$ cat src/rtl/de3d_tc_mc_we_n_if.sv
// rtl/de3d_tc_mc_we_n_if.sv - texture cache line-fill write-enable bus
// Purpose: groups the burst control, push and RAM write signals between the
//    memory controller (master) and the bank write-enable generator (slave).
// Ports (slave view):
//    burst_start, ram_sel, burst_len, line_idx, tex_push_en : inputs
//    ram_wen, ram_waddr, busy, burst_done, push_err         : outputs
interface de3d_tc_mc_we_n_if #(
   parameter int NUM_BANKS = 4,
   parameter int LEN_W     = 6,
   parameter int LINE_W    = 5
);
   localparam int BANK_W = $clog2(NUM_BANKS);
   localparam int ROW_W  = LEN_W - BANK_W;

   logic                    burst_start;
   logic [BANK_W-1:0]       ram_sel;
   logic [LEN_W-1:0]        burst_len;
   logic [LINE_W-1:0]       line_idx;
   logic                    tex_push_en;
   logic [NUM_BANKS-1:0]    ram_wen;
   logic [LINE_W+ROW_W-1:0] ram_waddr;
   logic                    busy;
   logic                    burst_done;
   logic                    push_err;

   modport master (
      output burst_start, ram_sel, burst_len, line_idx, tex_push_en,
      input  ram_wen, ram_waddr, busy, burst_done, push_err
   );

   modport slave (
      input  burst_start, ram_sel, burst_len, line_idx, tex_push_en,
      output ram_wen, ram_waddr, busy, burst_done, push_err
   );
endinterface

$ cat src/rtl/de3d_tc_mc_we_n.sv
// rtl/de3d_tc_mc_we_n.sv - texture RAM bank write-enable generator for line fills
// Purpose: spreads a burst of pushed data words across NUM_BANKS texture RAM
//    banks in rotation, producing a one-hot bank write enable and a bank-local
//    address {line, row} for every accepted push.
// Ports:
//    mclock : memory controller clock, rising edge
//    rstn   : asynchronous active-low reset
//    bus    : slave side of de3d_tc_mc_we_n_if (burst control in, RAM writes out)
module de3d_tc_mc_we_n #(
   parameter int NUM_BANKS = 4,
   parameter int LEN_W     = 6,
   parameter int LINE_W    = 5
) (
   input  logic               mclock,
   input  logic               rstn,
   de3d_tc_mc_we_n_if.slave   bus
);
   localparam int BANK_W = $clog2(NUM_BANKS);
   localparam logic [LEN_W-1:0] CNT_ONE = LEN_W'(1);

   typedef enum logic {IDLE, FILL} state_t;

   state_t            state;
   logic [BANK_W-1:0] base_q;
   logic [LEN_W-1:0]  len_q;
   logic [LEN_W-1:0]  cnt_q;
   logic [LINE_W-1:0] line_q;
   logic              burst_done_q;
   logic              push_err_q;

   logic              push_ok;
   logic              last_word;
   logic [BANK_W-1:0] bank;
   logic [LEN_W-1:0]  len_m1;

   // A burst_start wins over a coincident push; that push is dropped.
   assign push_ok   = bus.tex_push_en & (state == FILL) & ~bus.burst_start;

   // NUM_BANKS is a power of two, so the BANK_W-bit sum wraps naturally.
   assign bank      = base_q + cnt_q[BANK_W-1:0];

   // len_q == 0 encodes a full 2^LEN_W burst; the wrapping subtract covers it.
   assign len_m1    = len_q - CNT_ONE;
   assign last_word = (cnt_q == len_m1);

   always_comb begin
      bus.ram_wen = '0;
      if (push_ok)
         bus.ram_wen[bank] = 1'b1;
   end

   assign bus.ram_waddr  = {line_q, cnt_q[LEN_W-1:BANK_W]};
   assign bus.busy       = (state == FILL);
   assign bus.burst_done = burst_done_q;
   assign bus.push_err   = push_err_q;

   always_ff @(posedge mclock or negedge rstn) begin
      if (!rstn) begin
         state        <= IDLE;
         base_q       <= '0;
         len_q        <= '0;
         cnt_q        <= '0;
         line_q       <= '0;
         burst_done_q <= 1'b0;
         push_err_q   <= 1'b0;
      end else begin
         burst_done_q <= 1'b0;
         push_err_q   <= bus.tex_push_en & ~push_ok;
         if (bus.burst_start) begin
            // Restarts from any state; an aborted burst never signals done.
            base_q <= bus.ram_sel;
            len_q  <= bus.burst_len;
            line_q <= bus.line_idx;
            cnt_q  <= '0;
            state  <= FILL;
         end else if (push_ok) begin
            cnt_q <= cnt_q + CNT_ONE;
            if (last_word) begin
               state        <= IDLE;
               burst_done_q <= 1'b1;
            end
         end
      end
   end
endmodule

$ cat src/flat_wrapper.sv
// flat-port wrapper written by rule: the top's interface ports become plain ports
module de3d_tc_mc_we_n_flat 
#(
   parameter int NUM_BANKS = 4,
   parameter int LEN_W     = 6,
   parameter int LINE_W    = 5
)
  (mclock, rstn, bus_burst_start, bus_ram_sel, bus_burst_len, bus_line_idx, bus_tex_push_en, bus_ram_wen, bus_ram_waddr, bus_busy, bus_burst_done, bus_push_err);
  de3d_tc_mc_we_n_if #(.NUM_BANKS(NUM_BANKS), .LEN_W(LEN_W), .LINE_W(LINE_W)) bus_i ();
  input  logic mclock;
  input  logic rstn;
  input wire logic [$bits(bus_i.burst_start)-1:0] bus_burst_start;
  input wire logic [$bits(bus_i.ram_sel)-1:0] bus_ram_sel;
  input wire logic [$bits(bus_i.burst_len)-1:0] bus_burst_len;
  input wire logic [$bits(bus_i.line_idx)-1:0] bus_line_idx;
  input wire logic [$bits(bus_i.tex_push_en)-1:0] bus_tex_push_en;
  output wire logic [$bits(bus_i.ram_wen)-1:0] bus_ram_wen;
  output wire logic [$bits(bus_i.ram_waddr)-1:0] bus_ram_waddr;
  output wire logic [$bits(bus_i.busy)-1:0] bus_busy;
  output wire logic [$bits(bus_i.burst_done)-1:0] bus_burst_done;
  output wire logic [$bits(bus_i.push_err)-1:0] bus_push_err;
  assign bus_i.burst_start = bus_burst_start;
  assign bus_i.ram_sel = bus_ram_sel;
  assign bus_i.burst_len = bus_burst_len;
  assign bus_i.line_idx = bus_line_idx;
  assign bus_i.tex_push_en = bus_tex_push_en;
  assign bus_ram_wen = bus_i.ram_wen;
  assign bus_ram_waddr = bus_i.ram_waddr;
  assign bus_busy = bus_i.busy;
  assign bus_burst_done = bus_i.burst_done;
  assign bus_push_err = bus_i.push_err;
  de3d_tc_mc_we_n #(.NUM_BANKS(NUM_BANKS), .LEN_W(LEN_W), .LINE_W(LINE_W)) u_core (.mclock(mclock), .rstn(rstn), .bus(bus_i));
endmodule
$ cat config.mk
export PLATFORM = sky130hd
export DESIGN_NAME = de3d_tc_mc_we_n_flat
export DESIGN_NICKNAME = d
export VERILOG_FILES = /design/src/rtl/de3d_tc_mc_we_n_if.sv /design/src/rtl/de3d_tc_mc_we_n.sv /design/src/flat_wrapper.sv
export SDC_FILE = /design/constraint.sdc
export NUM_CORES = 1
export LEC_CHECK = 0
export ABC_AREA = 1
export ABC_CLOCK_PERIOD_IN_PS = 1540
export BUFFER_PORTS_ARGS = -buffer_cell sky130_fd_sc_hd__buf_2
export CAP_MARGIN = 20
export CORE_AREA = 5 5 60 62
export DETAILED_ROUTE_END_ITERATION = 8
export DIE_AREA = 0 0 65 67
export PLACE_DENSITY = 0.7
export SLEW_MARGIN = 20
export SYNTH_ARGS = -nofsm -noshare
export SYNTH_HDL_FRONTEND = slang
export SYNTH_SLANG_ARGS = --single-unit
$ cat constraint.sdc
create_clock -name mclock -period 1.54 [get_ports mclock]
set_input_delay 0.308 -clock mclock [delete_from_list [all_inputs] [get_ports mclock]]
set_output_delay 0.308 -clock mclock [all_outputs]
set_load 0.05 [all_outputs]
==> key figures, run 1 <==
Yosys
  • Top-area cell type share of the netlist area: between 40 and 50%
  • Cell taking the most area after synthesis: dfrtp_1
  • Mapped Nets: 169
  • Distinct cells, synth: 22
  • Top post-synthesis cells by area: dfrtp_1, nand2_1, inv_1
  • Post-synthesis cell area: between 0.001 and 0.0015 mm2
  • Synth Warn #: 0
  • Avg Cell Area, Syn: roughly 8 um2
  • Seq/Total Area, Yosys: between 40 and 50%
  • Flops & latches, synth: 22
  • Syn Inst Count: 149

Die
  • Die X-Extent: between 60 and 70 um
  • Die ar.: between 0.004 and 0.005 mm2
  • Core area: 0.002978 mm2
  • Die height: 67 um
  • Ports: 33
  • Starting Density: between 30% and 40%
  • Num rows: 20

Clock tree
  • # clock sinks: 22
  • Clk_lat worst skew: 0.31 ns
  • Max clock buf depth: 2
  • Clock Tree Root: clkbuf_4
  • H-tree depth: 1
  • CTS clk-pin slew, worst paths: 0.11 ns
  • CTS tree: done
  • CTS Buf Count: 3

Hold path
  • Hold Crit Class: input port to flip-flop
  • Worst hold path endpoint: u_core.base_q[1]$_DFFE_PN0P_
  • Hold path depth: 3
  • Hold path startpoint: bus_ram_sel[1]

Detailed routing
  • Pre-antenna DRT Iters: 4
  • Drt total wl: about 2500 um
  • DRT iter0 DRCs: 25
  • Post-DRT Antenna Nets: 0
  • Via count: 1031
  • # DRC: 0
  • Routed vias/inst: 4.665
  • DR WL/cell: 11.13 um

STA
  • Setup TNS: -1.234 ns
  • Final number of setup-violating endpoints: 4
  • Final Cycle Share: 120.4%
  • Fmax: 539.5 MHz
  • Setup ws final: -0.3137 ns
  • Final min period: 1.854 ns
  • Pins Over Slew Limit: 0
  • Clock Skews: between 0.009 and 0.01 ns
  • Final Hold Vio Count: 0
  • Worst-Margin Slew: 0.4781 ns
  • Rel. slew slack: approximately 68%
  • RSZ-0062 raised after global routing: yes

Setup path
  • CP Launch Type: flip-flop
  • Kind of critical path: flip-flop to output pin
  • Reg-to-reg endpoint: u_core.bus.burst_done$_DFF_PN0_
  • Critical Path Sink Type: output pin
  • R2r startpoint: u_core.len_q[0]$_DFFE_PN0P_
  • Reg-to-reg slack, setup: 0.16 ns
  • Worst path required time: 1.23 ns
  • Crit path max fanout: 2
  • R2R depth: 9
  • Crit path DAT: 1.55 ns

Pwr
  • Internal: roughly 900 uW
  • Net Sw Power: 441.8 uW
  • Switch share: 32.95%
  • Sequential Power Share: 47.9%
  • Peak VDD IR: around 0.54 mV
  • Power Total: 1.341 mW
  • Logic gate share of total power: around 29%
  • Static Leak: 0.8211 nW
  • Pwr dens: 881.8 mW/mm2
  • Clk pwr share: a little under a quarter

Placement
  • Final Wtd Congestion: 0.8199
  • Pre-CTS setup slack: -0.06891 ns
  • HPWL after detailed placement: 1925 um
  • IO buf count: 32

Global route
  • Total GRT Usage: between 10% and 20%
  • Grt ovf: 0
  • First-pass GRT wire length: roughly 4500 um
  • Initial antenna violation count: 0
  • Vias in the first global route: 1038
  • Largest net degree at the start of global routing: 23

Finish
  • Final Util: between 50 and 60%
  • Antenna Cells: 0
  • Fraction of layout cells with a size suffix above 1: 32.45%
  • Area Overhead vs Synth: 31.21%
  • NumNets Final: 209
  • Fill cells: 286

Outcome
  • Failing checks: negative setup slack
  • Outcome: finished with violations

Flow run
  • Number of max-cap violations: 0
cells in the final DEF (no fill, tap or decap), drive strengths merged:
master	netlist	routed
and3	1	1
nand3	8	8
o21ai	8	8
a21oi	3	3
nor2	11	11
xnor2	4	4
dfrtp	22	22
o22ai	1	1
xor2	2	2
inv	15	15
buf	5	41
clkbuf	2	4
nor3	6	6
ha	3	3
and2	1	1
nand2	57	57
dlygate4sd3	0	1
metrics by stage:
stage | cell area [um2] | hold WS (ns) | instances
5_1_grt | 1520 | 0.1698 | 221
4_1_cts | 1513 | 0.1848 | 220
6_report | 1520 | 0.1976 | 221
3_3_place_gp | 1439 | 0.2941 | 215
2_1_floorplan | 1220 | 0.01241 | 149
3_5_place_dp | 1439 | 0.3043 | 215
critical path, stage by stage (launching register included):
cell and delay [ns]:
dfrtp_1 0.43, xnor2_2 0.20, xor2_2 0.19, inv_2 0.08
nor3_4 0.17, buf_6 0.18
synthesized netlist by cell type:
cell      count
dfrtp_1      22
ha_1          3
nor3_2        1
o21ai_0       8
nand3_1       8
nor2_1        9
and3_1        1
buf_2         1
inv_2         2
nand2_2       2
clkbuf_1      2
nor2_4        1
nor2_2        1
and2_1        1
xnor2_1       4
nand2_1      55
nor3_1        5
buf_4         4
inv_1        13
o22ai_1       1
a21oi_1       3
xor2_1        2
routing by layer:
metal | vias to the layer above | wire length (um) | track usage [%]
li1 | 538 | - | -
met1 | 460 | 1146 | 16.74
met2 | 33 | 1106 | 21.84
met3 | 0 | 206 | 5.228
met4 | 0 | 0 | 0.7916
met5 | - | 0 | 0
flip-flops by register name (all words and copies together), names as in the netlist:
name	cells
u_core.base_q	2
u_core.bus.burst_done	1
u_core.cnt_q	6
u_core.bus.busy	1
u_core.len_q	6
u_core.line_q	5
u_core.bus.push_err	1
power by group through the flow:
stage | sequential [mW] | combinational [mW] | clock (mW)
final | 0.643 | 0.383 | 0.315
after floorplan | 0.703 | 0.207 | 0
after CTS | 0.643 | 0.385 | 0.333
after detailed placement | 0.653 | 0.373 | 0
after global routing | 0.648 | 0.428 | 0.366
after global placement | 0.651 | 0.365 | 0
kinds of logic after synthesis:
group | count (synthesis) | share of synthesized area [%]
AOI/OAI and AO/OA | 12 | 5.292
and+or+nand+nor | 84 | 30.89
xor gates and xnor gates | 6 | 4.536
DFF | 22 | 47.52
adders and majority gates | 3 | 3.240
buffers and inverters | 22 | 8.532
cell type report:
| cell class | instances | area, um2 | area share [%] |
|---|---|---|---|
| Multi-Input combinational cell | 105 | 571.8 | 37.61 |
| Sequential cell | 22 | 551.8 | 36.30 |
| Timing Repair Buffer | 42 | 262.8 | 17.28 |
| Inverter | 15 | 56.30 | 3.704 |
| Tap cell | 33 | 41.29 | 2.716 |
| Clock buffer | 4 | 36.28 | 2.387 |
what timing repair did:
action	4_1_cts	5_1_grt
endpoints found under the hold margin	22	0
gates resized for setup	9	0
buffers inserted	0	1
endpoints found under the setup margin	4	4
pin swaps	2	0
hold buffers	1	0
worst max-delay path by stage:
stage | start | slack, ns | cells past startpoint | endpoint
global route | u_core.base_q[1]$_DFFE_PN0P_ | -0.45 | 5 | bus_ram_wen[1]
global placement | u_core.base_q[1]$_DFFE_PN0P_ | -0.03 | 5 | bus_ram_wen[0]
CTS | u_core.base_q[1]$_DFFE_PN0P_ | -0.34 | 5 | bus_ram_wen[1]
floorplan | u_core.bus.busy$_DFFE_PN0P_ | -0.26 | 4 | bus_ram_wen[2]
finish | u_core.base_q[1]$_DFFE_PN0P_ | -0.31 | 5 | bus_ram_wen[1]
detailed placement | u_core.cnt_q[0]$_DFFE_PN0P_ | -0.07 | 5 | bus_ram_wen[2]
Power figures use the tool's default switching activity.
==> run 2: changes to the inputs <==
--- a/config.mk
+++ b/config.mk
@@ -12,7 +12,6 @@
 export CORE_AREA = 5 5 60 62
 export DETAILED_ROUTE_END_ITERATION = 8
 export DIE_AREA = 0 0 65 67
-export PLACE_DENSITY = 0.7
 export SLEW_MARGIN = 20
 export SYNTH_ARGS = -nofsm -noshare
 export SYNTH_HDL_FRONTEND = slang
==> key figures, run 2 (synthesized netlist as in run 1, its figures left out) <==
Placement
  • Final Wtd Congestion: 0.8371 (+2.1%)
  • Inst Count DP: 215 (unchanged)
  • HPWL after detailed placement: 1881 um (-2.3%)
  • Dpl cell area: 0.001439 mm2 (unchanged)
  • IO buf count: 32 (unchanged)
  • Pre-CTS setup slack: -0.06473 ns (+0.004189 ns)

Finish
  • Final Util: 52.06% (+1.0 points)
  • Commonest non-fill, non-tap cell in the layout: nand2_1
  • Fill cells: 275 (-3.8%)
  • Top Registers: u_core.cnt_q x6, u_core.len_q x6, u_core.line_q x5
  • Commonest cells after routing, fill and taps aside: nand2_1, buf_2, dfrtp_1
  • Fin cells: 224 (+1.4%)
  • Antenna Cells: 0 (unchanged)
  • Design Area, Final: 0.001550 mm2 (+2.0%)
  • Area Overhead vs Synth: 33.80%
  • Fraction of layout cells with a size suffix above 1: 36.13% (+3.7 points)
  • NumNets Final: 212 (+1.4%)

Global route
  • Grt ovf: 0 (unchanged)
  • Largest net degree at the start of global routing: 23 (unchanged)
  • Total GRT Usage: 12.99% (-0.13 points)
  • First-pass GRT wire length: 4422 um (-0.79%)
  • Vias in the first global route: 1046 (+0.77%)
  • Initial antenna violation count: 0 (unchanged)

Setup path
  • CP bufs+invs: 2 (unchanged)
  • CP Launch Type: flip-flop
  • Reg-to-reg endpoint: u_core.bus.burst_done$_DFF_PN0_
  • Slowest Stage Delay on Critical Path: 0.41 ns (-0.02 ns)
  • CP max stage cell: dfrtp_1
  • Worst path required time: 1.23 ns (about the same)
  • Crit path DAT: 1.56 ns (about the same)
  • Crit-path cells: ha_2 -> xor2_2 -> buf_4 -> nor3_4 -> buf_6
  • R2R depth: 7 (-2)
  • Reg-to-reg slack, setup: 0.13 ns (-0.03 ns)
  • Crit path max fanout: 2 (unchanged)
  • Kind of critical path: flip-flop to output pin
  • R2r startpoint: u_core.len_q[0]$_DFFE_PN0P_
  • Critical Path Sink Type: output pin
  • Cell family with most CP delay: flip-flops

Clock tree
  • CTS tree: done
  • Clock Tree Root: clkbuf_4
  • CTS clk-pin slew, worst paths: 0.12 ns (about the same)
  • Clk_lat worst skew: 0.31 ns (about the same)
  • H-tree depth: 1 (unchanged)
  • # clock sinks: 22 (unchanged)
  • CTS Buf Count: 3 (unchanged)
  • Max clock buf depth: 2 (unchanged)

Pwr
  • Internal: 909.9 uW (+1.2%)
  • Logic gate share of total power: 29.4% (+0.8 points)
  • Pwr dens: 881.7 mW/mm2 (about the same)
  • Peak VDD IR: 0.4542 mV (-15%)
  • Switch share: 33.43% (+0.48 points)
  • Static Leak: 0.8320 nW (+1.3%)
  • Sequential Power Share: 47.0% (-0.9 points)
  • Power Total: 1.367 mW (+2.0%)
  • Net Sw Power: 456.9 uW (+3.4%)
  • Clk pwr share: 23.5% (about the same)

Detailed routing
  • DRT iter0 DRCs: 39 (+56%)
  • DR WL/cell: 11.55 um (+3.8%)
  • Drt total wl: 2587 um (+5.2%)
  • Pre-antenna DRT Iters: 4 (unchanged)
  • # DRC: 0 (unchanged)
  • Routed vias/inst: 4.603 (-1.3%)
  • Via count: 1031 (unchanged)
  • Post-DRT Antenna Nets: 0 (unchanged)

Die
  • Ports: 33 (unchanged)
  • Die ar.: 0.004355 mm2 (unchanged)
  • Die height: 67 um (unchanged)
  • Num rows: 20 (unchanged)
  • Die X-Extent: 65 um (unchanged)
  • Starting Density: 38.91% (unchanged)
  • Core area: 0.002978 mm2 (unchanged)

STA
  • RSZ-0062 raised after global routing: yes
  • Final number of setup-violating endpoints: 4 (unchanged)
  • Clock Skews: 0.003147 ns (-0.006056 ns)
  • Fmax: 534.6 MHz (-0.90%)
  • Rel. slew slack: 67.02% (-1.1 points)
  • Hold WS: 0.1870 ns (-0.01061 ns)
  • Worst-Margin Slew: 0.4946 ns (+0.01655 ns)
  • Setup TNS: -1.272 ns (-0.03884 ns)
  • Setup ws final: -0.3305 ns (-0.01683 ns)
  • Final Hold Vio Count: 0 (unchanged)
  • Final Cycle Share: 121.5% (+1.1 points)
  • Final min period: 1.870 ns (+0.01683 ns)
  • Pins Over Slew Limit: 0 (unchanged)

Hold path
  • Hold Crit Class: input port to flip-flop
  • Worst hold path endpoint: u_core.line_q[2]$_DFFE_PN0P_
  • Hold path startpoint: bus_line_idx[2]
  • Hold path depth: 3 (unchanged)

Outcome
  • Failing checks: negative setup slack
  • Outcome: finished with violations

Flow run
  • Number of max-cap violations: 0 (unchanged)
==> run 2: repair_timing <==
action | 4_1_cts | 5_1_grt
setup endpoints to repair | 4 | 6
resized for setup | 9 | 5
pin swaps | 3 | 3
setup buffers | 0 | 4
hold endpoints to repair | 22 | 0
hold buffers | 1 | 0
==> run 2: worst max path at each step <==
stage | startpoint | cells past startpoint | to | slack, ns
after floorplan | u_core.bus.busy$_DFFE_PN0P_ | 4 | bus_ram_wen[2] | -0.26
after global placement | u_core.base_q[1]$_DFFE_PN0P_ | 5 | bus_ram_wen[0] | -0.03
after detailed placement | u_core.base_q[1]$_DFFE_PN0P_ | 5 | bus_ram_wen[0] | -0.06
after CTS | u_core.cnt_q[1]$_DFFE_PN0P_ | 5 | bus_ram_wen[0] | -0.34
after global routing | u_core.base_q[1]$_DFFE_PN0P_ | 5 | bus_ram_wen[0] | -0.40
final | u_core.cnt_q[0]$_DFFE_PN0P_ | 5 | bus_ram_wen[3] | -0.33
==> run 2: per-layer routing <==
layer,wire length (um),GRT usage (%),part of all wire [%]
met5,0,0,0
met4,23,3.166,0.89
met3,177,3.541,6.8
met2,1231,22.48,48
met1,1155,15.94,45
==> run 2: area by class of cell <==
cell class | instances | area [um2] | area share [%]
repair buffers | 45 | 285.3 | 18.40
flip-flops and latches | 22 | 551.8 | 35.59
well taps | 33 | 41.29 | 2.663
multi-input cells | 105 | 579.3 | 37.37
inverters | 15 | 56.30 | 3.632
clock buffers | 4 | 36.28 | 2.341
==> run 2: worst min-delay path: stages <==
cell and delay (ns):
buf_2 0.07, nand2_1 0.04, nand2_1 0.05
==> run 2: power by group through the flow <==
| stage | Clock, mW | Sequential, mW | Combinational, mW |
|---|---|---|---|
| CTS | 0.341 | 0.643 | 0.386 |
| floorplan | 0 | 0.703 | 0.207 |
| finish | 0.322 | 0.643 | 0.402 |
| global placement | 0 | 0.652 | 0.366 |
| detailed placement | 0 | 0.654 | 0.373 |
| global route | 0.355 | 0.648 | 0.446 |
